===== config.mk =====
export PLATFORM = sky130hd
export DESIGN_NAME = net_tx_arbiter_flat
export DESIGN_NICKNAME = d
export VERILOG_FILES = /design/src/rtl/net_tx_pkg.sv /design/src/rtl/net_tx_arbiter_if.sv /design/src/rtl/net_tx_arbiter.sv /design/src/flat_wrapper.sv
export SDC_FILE = /design/constraint.sdc
export NUM_CORES = 1
export LEC_CHECK = 0
export ABC_AREA = 1
export CAP_MARGIN = 20
export CORE_MARGIN = 3
export CORE_UTILIZATION = 44
export DETAILED_ROUTE_END_ITERATION = 10
export PLACE_DENSITY = 0.85
export SLEW_MARGIN = 20
export SYNTH_ARGS = -nofsm -noshare
export SYNTH_HDL_FRONTEND = slang
export SYNTH_SLANG_ARGS = --single-unit

===== constraint.sdc =====
create_clock -name clk -period 2.43 [get_ports clk]
set_input_delay 0.486 -clock clk [delete_from_list [all_inputs] [get_ports clk]]
set_output_delay 0.486 -clock clk [all_outputs]
set_load 0.005 [all_outputs]

===== src/rtl/net_tx_pkg.sv =====
// Shared types and default timing constants for the network transmit arbiter.
package net_tx_pkg;

    localparam int unsigned IFG_CYCLES_DEFAULT = 48;
    localparam int unsigned TIMEOUT_DEFAULT    = 1024;
    localparam int unsigned PORT_W             = 16;

    typedef enum logic [2:0] {
        S_IDLE,
        S_GRANT,
        S_WAIT_TX,
        S_TX,
        S_GAP
    } state_e;

endpackage


===== src/rtl/net_tx_arbiter_if.sv =====
// Requester / network_stack signal bundle for net_tx_arbiter.
// master drives the requests, payload and eth_txen; slave is the arbiter.
interface net_tx_arbiter_if
    import net_tx_pkg::*;
#(
    parameter int unsigned DATA_SIZE = 16
) ();

    logic [1:0]           req;
    logic [1:0]           gnt;
    logic [1:0]           s_valid;
    logic [DATA_SIZE-1:0] s_data0;
    logic [DATA_SIZE-1:0] s_data1;
    logic [PORT_W-1:0]    cfg_port0;
    logic [PORT_W-1:0]    cfg_port1;
    logic                 axiiv;
    logic [DATA_SIZE-1:0] axiid;
    logic [PORT_W-1:0]    udp_dst_port_out;
    logic                 eth_txen;
    logic                 busy;
    logic                 frame_done;
    logic                 err;

    modport master (
        output req, s_valid, s_data0, s_data1, cfg_port0, cfg_port1, eth_txen,
        input  gnt, axiiv, axiid, udp_dst_port_out, busy, frame_done, err
    );

    modport slave (
        input  req, s_valid, s_data0, s_data1, cfg_port0, cfg_port1, eth_txen,
        output gnt, axiiv, axiid, udp_dst_port_out, busy, frame_done, err
    );

endinterface


===== src/rtl/net_tx_arbiter.sv =====
// Two-requester round-robin frame arbiter feeding a UDP network_stack.
// Define NET_TX_ARB_TIMEOUT_EN to abort a frame when eth_txen never rises.
module net_tx_arbiter
    import net_tx_pkg::*;
#(
    parameter int unsigned DATA_SIZE  = 16,
    parameter int unsigned WORDS      = 7,
    parameter int unsigned IFG_CYCLES = IFG_CYCLES_DEFAULT,
    parameter int unsigned TIMEOUT    = TIMEOUT_DEFAULT
) (
    input  logic            clk,
    input  logic            rst,
    net_tx_arbiter_if.slave bus
);

    localparam int unsigned CNT_W = $clog2(WORDS + 1);
    localparam int unsigned GAP_W = $clog2(IFG_CYCLES + 1);

    state_e               state_q;
    logic [1:0]           gnt_q;
    logic                 sel_q;
    logic                 fav_q;
    logic [CNT_W-1:0]     cnt_q;
    logic [GAP_W-1:0]     gap_q;
    logic                 axiiv_q;
    logic [DATA_SIZE-1:0] axiid_q;
    logic [PORT_W-1:0]    port_q;
    logic                 busy_q;
    logic                 done_q;

    logic                 win_d;
    logic                 valid_d;
    logic [DATA_SIZE-1:0] word_d;

    // fav_q names the requester that wins when both ask at once
    always_comb begin
        win_d   = bus.req[1] & (~bus.req[0] | fav_q);
        valid_d = sel_q ? bus.s_valid[1] : bus.s_valid[0];
        word_d  = sel_q ? bus.s_data1 : bus.s_data0;
    end

`ifdef NET_TX_ARB_TIMEOUT_EN
    localparam int unsigned TMR_W = $clog2(TIMEOUT + 1);
    logic [TMR_W-1:0] tmr_q;
    logic             err_q;
`else
    // TIMEOUT only matters when the abort path is built
    logic unused_timeout;
    assign unused_timeout = (TIMEOUT != 0);
`endif

    always_ff @(posedge clk) begin
        if (rst) begin
            state_q <= S_IDLE;
            gnt_q   <= '0;
            sel_q   <= 1'b0;
            fav_q   <= 1'b0;
            cnt_q   <= '0;
            gap_q   <= '0;
            axiiv_q <= 1'b0;
            axiid_q <= '0;
            port_q  <= '0;
            busy_q  <= 1'b0;
            done_q  <= 1'b0;
`ifdef NET_TX_ARB_TIMEOUT_EN
            tmr_q   <= '0;
            err_q   <= 1'b0;
`endif
        end else begin
            done_q  <= 1'b0;
            axiiv_q <= 1'b0;
`ifdef NET_TX_ARB_TIMEOUT_EN
            err_q   <= 1'b0;
`endif
            unique case (state_q)
                S_IDLE: begin
                    if (|bus.req) begin
                        state_q <= S_GRANT;
                        sel_q   <= win_d;
                        fav_q   <= ~win_d;
                        gnt_q   <= win_d ? 2'b10 : 2'b01;
                        port_q  <= win_d ? bus.cfg_port1 : bus.cfg_port0;
                        cnt_q   <= '0;
                        busy_q  <= 1'b1;
                    end
                end
                S_GRANT: begin
                    if (valid_d) begin
                        axiiv_q <= 1'b1;
                        axiid_q <= word_d;
                        cnt_q   <= cnt_q + CNT_W'(1);
                        if (cnt_q == CNT_W'(WORDS - 1)) begin
                            gnt_q   <= '0;
                            state_q <= S_WAIT_TX;
`ifdef NET_TX_ARB_TIMEOUT_EN
                            tmr_q   <= '0;
`endif
                        end
                    end
                end
                S_WAIT_TX: begin
                    if (bus.eth_txen) begin
                        state_q <= S_TX;
`ifdef NET_TX_ARB_TIMEOUT_EN
                    end else if (tmr_q == TMR_W'(TIMEOUT - 1)) begin
                        // abandon the frame: no frame_done and no gap
                        state_q <= S_IDLE;
                        busy_q  <= 1'b0;
                        err_q   <= 1'b1;
                    end else begin
                        tmr_q <= tmr_q + TMR_W'(1);
`endif
                    end
                end
                S_TX: begin
                    if (!bus.eth_txen) begin
                        state_q <= S_GAP;
                        done_q  <= 1'b1;
                        gap_q   <= '0;
                    end
                end
                S_GAP: begin
                    if (gap_q == GAP_W'(IFG_CYCLES - 1)) begin
                        state_q <= S_IDLE;
                        busy_q  <= 1'b0;
                        gap_q   <= '0;
                    end else begin
                        gap_q <= gap_q + GAP_W'(1);
                    end
                end
                default: begin
                    state_q <= S_IDLE;
                    gnt_q   <= '0;
                    busy_q  <= 1'b0;
                end
            endcase
        end
    end

    assign bus.gnt              = gnt_q;
    assign bus.axiiv            = axiiv_q;
    assign bus.axiid            = axiid_q;
    assign bus.udp_dst_port_out = port_q;
    assign bus.busy             = busy_q;
    assign bus.frame_done       = done_q;
`ifdef NET_TX_ARB_TIMEOUT_EN
    assign bus.err              = err_q;
`else
    assign bus.err              = 1'b0;
`endif

endmodule


===== src/flat_wrapper.sv =====
// flat-port wrapper written by rule: the top's interface ports become plain ports
module net_tx_arbiter_flat import net_tx_pkg::*;
#(
    parameter int unsigned DATA_SIZE  = 16,
    parameter int unsigned WORDS      = 7,
    parameter int unsigned IFG_CYCLES = IFG_CYCLES_DEFAULT,
    parameter int unsigned TIMEOUT    = TIMEOUT_DEFAULT
)
  (clk, rst, bus_req, bus_s_valid, bus_s_data0, bus_s_data1, bus_cfg_port0, bus_cfg_port1, bus_eth_txen, bus_gnt, bus_axiiv, bus_axiid, bus_udp_dst_port_out, bus_busy, bus_frame_done, bus_err);
  net_tx_arbiter_if #(.DATA_SIZE(DATA_SIZE)) bus_i ();
  input  logic clk;
  input  logic rst;
  input wire logic [$bits(bus_i.req)-1:0] bus_req;
  input wire logic [$bits(bus_i.s_valid)-1:0] bus_s_valid;
  input wire logic [$bits(bus_i.s_data0)-1:0] bus_s_data0;
  input wire logic [$bits(bus_i.s_data1)-1:0] bus_s_data1;
  input wire logic [$bits(bus_i.cfg_port0)-1:0] bus_cfg_port0;
  input wire logic [$bits(bus_i.cfg_port1)-1:0] bus_cfg_port1;
  input wire logic [$bits(bus_i.eth_txen)-1:0] bus_eth_txen;
  output wire logic [$bits(bus_i.gnt)-1:0] bus_gnt;
  output wire logic [$bits(bus_i.axiiv)-1:0] bus_axiiv;
  output wire logic [$bits(bus_i.axiid)-1:0] bus_axiid;
  output wire logic [$bits(bus_i.udp_dst_port_out)-1:0] bus_udp_dst_port_out;
  output wire logic [$bits(bus_i.busy)-1:0] bus_busy;
  output wire logic [$bits(bus_i.frame_done)-1:0] bus_frame_done;
  output wire logic [$bits(bus_i.err)-1:0] bus_err;
  assign bus_i.req = bus_req;
  assign bus_i.s_valid = bus_s_valid;
  assign bus_i.s_data0 = bus_s_data0;
  assign bus_i.s_data1 = bus_s_data1;
  assign bus_i.cfg_port0 = bus_cfg_port0;
  assign bus_i.cfg_port1 = bus_cfg_port1;
  assign bus_i.eth_txen = bus_eth_txen;
  assign bus_gnt = bus_i.gnt;
  assign bus_axiiv = bus_i.axiiv;
  assign bus_axiid = bus_i.axiid;
  assign bus_udp_dst_port_out = bus_i.udp_dst_port_out;
  assign bus_busy = bus_i.busy;
  assign bus_frame_done = bus_i.frame_done;
  assign bus_err = bus_i.err;
  net_tx_arbiter #(.DATA_SIZE(DATA_SIZE), .WORDS(WORDS), .IFG_CYCLES(IFG_CYCLES), .TIMEOUT(TIMEOUT)) u_core (.clk(clk), .rst(rst), .bus(bus_i));
endmodule

==> results.json <==
{
  "status": "complete, no violations",
  "critPathMaxFanout": 28,
  "syn-num-nets": 408,
  "power.total_uw": 2820,
  "synth_async_sr_flop_share_pct": 0,
  "clk_pin_slew_worst_paths_ns": 0.10,
  "synth-main-ff-cell": "dfxtp_1",
  "grt_util_met1_pct": 22.9,
  "synth_cell_types": 28,
  "holdPathStages": 2,
  "dpl_cell_area_um2": 3440,
  "vias": 2476,
  "busiest_layer": "met2",
  "min_path_type": "reg2reg",
  "maxCapViolations": 0,
  "grt_use_met3_pct": 7.71,
  "die_h_um": 79.2,
  "drv_slew": 0,
  "hp-start": "u_core.bus.udp_dst_port_out[15]",
  "grt_max_degree": 34,
  "fp-row-count": 25,
  "cp_top_family": "buffers and inverters",
  "cts_max_path_buffers": 2,
  "ir_drop_uv": 422,
  "slowest_stage": "clkdlybuf4s50_1",
  "ioPinCount": 109,
  "yosysWarnings": 0,
  "final_cell_mix": "clkdlybuf4s50_1 (107), nand2_1 (90), dfxtp_1 (51), nor2_1 (43), a21oi_1 (23)",
  "cp_cell_sequence": "clkdlybuf4s50_1 > nor2_1 > nor2_8 > inv_4 > nor2_4 > a21oi_1 > nor2_1",
  "clock-sinks": 51,
  "path_depth": 7,
  "drive_gt1_share_pct": 5.29,
  "finalHoldViolCount": 0,
  "grt_use_total_pct": 20.9,
  "htree_levels": 2,
  "cts_resized": 0,
  "critical_path_class": "in2reg",
  "drc_errors": 0,
  "drt_iter0_markers": 118,
  "cts_made_buffers": 5,
  "die_area_um2": 6270,
  "ctsRootBufferMaster": "clkbuf_8",
  "hpwlAfterDp_um": 4970,
  "gp_congestion": 0.811,
  "fill_cells": 436,
  "synthesis.instances": 334,
  "fin_util_pct": 71.4,
  "design_area_um2": 3530,
  "fin_tns_setup_ns": 0,
  "maxClockFrequency_ghz": 0.567,
  "antenna_cells": 0,
  "report.final.setup_viol": 0,
  "end_kind": "flip-flop",
  "rrSetupSlack_ns": 0.78,
  "startpoint_type": "input pin",
  "p_leak_uw": 0.00139,
  "yosysTopAreaCell": "dfxtp_1",
  "regArea_um2": 1020,
  "nNetsFinal": 508,
  "crit_arrival_ns": 1.97,
  "fin_skew_ns": 0.0103,
  "start_util_pct": 47.6,
  "required_ns": 2.63,
  "power-per-cell-area_nw_per_um2": 799,
  "io_buffers": 107,
  "r2r-start": "u_core.sel_q",
  "drt-total-wl_um": 6550,
  "post_cts.repair.setup_buffers": 0,
  "r2r-end": "u_core.state_q[0]",
  "r2r_cells": 10,
  "rsz0062_at_grt": "false",
  "synth_top_area_share_pct": 43.4,
  "max_stage_delay_ns": 0.43,
  "min_period_over_period_pct": 72.6,
  "syn_area_per_cell_um2": 7.05,
  "wl_per_cell_um": 13.0,
  "multi_input_area_um2": 1160,
  "timing.critical_path.mode_cell": "nor2_1",
  "critPathBufInv": 2,
  "synth.area.top_cells": "dfxtp_1 (43%), nand2_1 (14%), nor2_1 (6.9%)",
  "worstHoldEndpoint": "u_core.bus.udp_dst_port_out[15]",
  "post_drt_via_cell_ratio": 4.93,
  "cts_hold_buf": 0,
  "postRouteAntennaNets": 0,
  "ys_seq_elements": 51,
  "die-width_um": 79.2,
  "netlist_area_um2": 2350,
  "clk_latency_ns": 0.31,
  "final_common_cell": "clkdlybuf4s50_1",
  "period_minus_slack_ns": 1.76,
  "grt_pass1_wl_um": 10300,
  "ys_seq_area_share_pct": 43.4,
  "area_growth_pct": 49.8,
  "antenna_found_initial": 0,
  "synth_enable_flop_cells": 0,
  "grt.overflow.total": 0,
  "cts_tree": "done",
  "met2_usage_pct": 37.8,
  "dr.pass1.iters": 4,
  "grt_pass1_vias": 2318,
  "coreArea_um2": 4940
}
## cells in the mapped netlist (2+ instances only)
library cell	instances
nand2_1	90
dfxtp_1	51
nor2_1	43
a21oi_1	23
a31oi_1	22
o21ai_0	20
nand3_1	15
o21ai_1	15
inv_1	13
clkbuf_1	9
inv_2	6
buf_2	4
ha_1	3
buf_4	2
buf_6	2
nand3b_1	2
nand4_1	2
nor2_4	2
## cell type report
type,count,share of cell area [%]
multi-input cells,245,32.9
repair buffers,111,31.2
flip-flops and latches,51,28.9
well taps,67,2.38
inverters,20,2.20
clock buffers,6,2.06
clock inverters,2,0.355
## worst min-delay path, cell delays in order (launching register included)
cell	delay (ns)
dfxtp_1	0.32
nand2_1	0.06
a21oi_1	0.06
## cells by family after synthesis
kind of cell	after synthesis	synth area share (%)
simple gates	158	28.3
compound gates	81	18.4
flops	51	43.4
buf+inv	38	7.39
fa+ha+maj	3	1.59
xor+xnor	2	0.744
other cells	1	0.159
## where the power goes
| part | internal [µW] | switching (µW) | total, µW | leakage, µW |
|---|---|---|---|---|
| clock | 202 | 289 | 491 | 0.0000412 |
| sequential | 1020 | 130 | 1150 | 0.000417 |
| combinational | 589 | 590 | 1180 | 0.000928 |
| total | 1810 | 1010 | 2820 | 0.00139 |
## sequential cells by signal, indices dropped and copies added (netlist names), 2 cells and up
signal,count
u_core.cnt_q,3
u_core.bus.gnt,2
u_core.bus.udp_dst_port_out,16
u_core.gap_q,6
u_core.bus.axiid,16
u_core.state_q,3
## worst max-delay path by stage
| stage | from | to | slack, ns |
|---|---|---|---|
| after detailed placement | bus_req[0] | u_core.bus.gnt[0] | 0.35 |
| final | bus_req[0] | u_core.bus.gnt[0] | 0.67 |
| after floorplan | bus_req[0] | u_core.bus.udp_dst_port_out[6] | 0.98 |
| after global placement | bus_req[0] | u_core.bus.gnt[0] | 0.40 |
| after CTS | bus_req[0] | u_core.bus.gnt[0] | 0.68 |
| after global routing | bus_req[0] | u_core.bus.udp_dst_port_out[0] | 0.57 |
## stage by stage
stage | hold slack, ns | worst slack [ns] | instances
after detailed placement | 0.458 | 0.345 | 494
after global placement | 0.449 | 0.401 | 494
after floorplan | 0.446 | 0.979 | 334
after global routing | 0.496 | 0.572 | 502
final | 0.471 | 0.667 | 502
after CTS | 0.475 | 0.682 | 502
## layer usage
metal,up-vias,part of all wire [%]
met2,59,51
met3,5,6.8
met4,0,0.89
li1,1296,-
met1,1116,41
met5,-,0
Note: power is estimated with default switching activity, not from simulation.
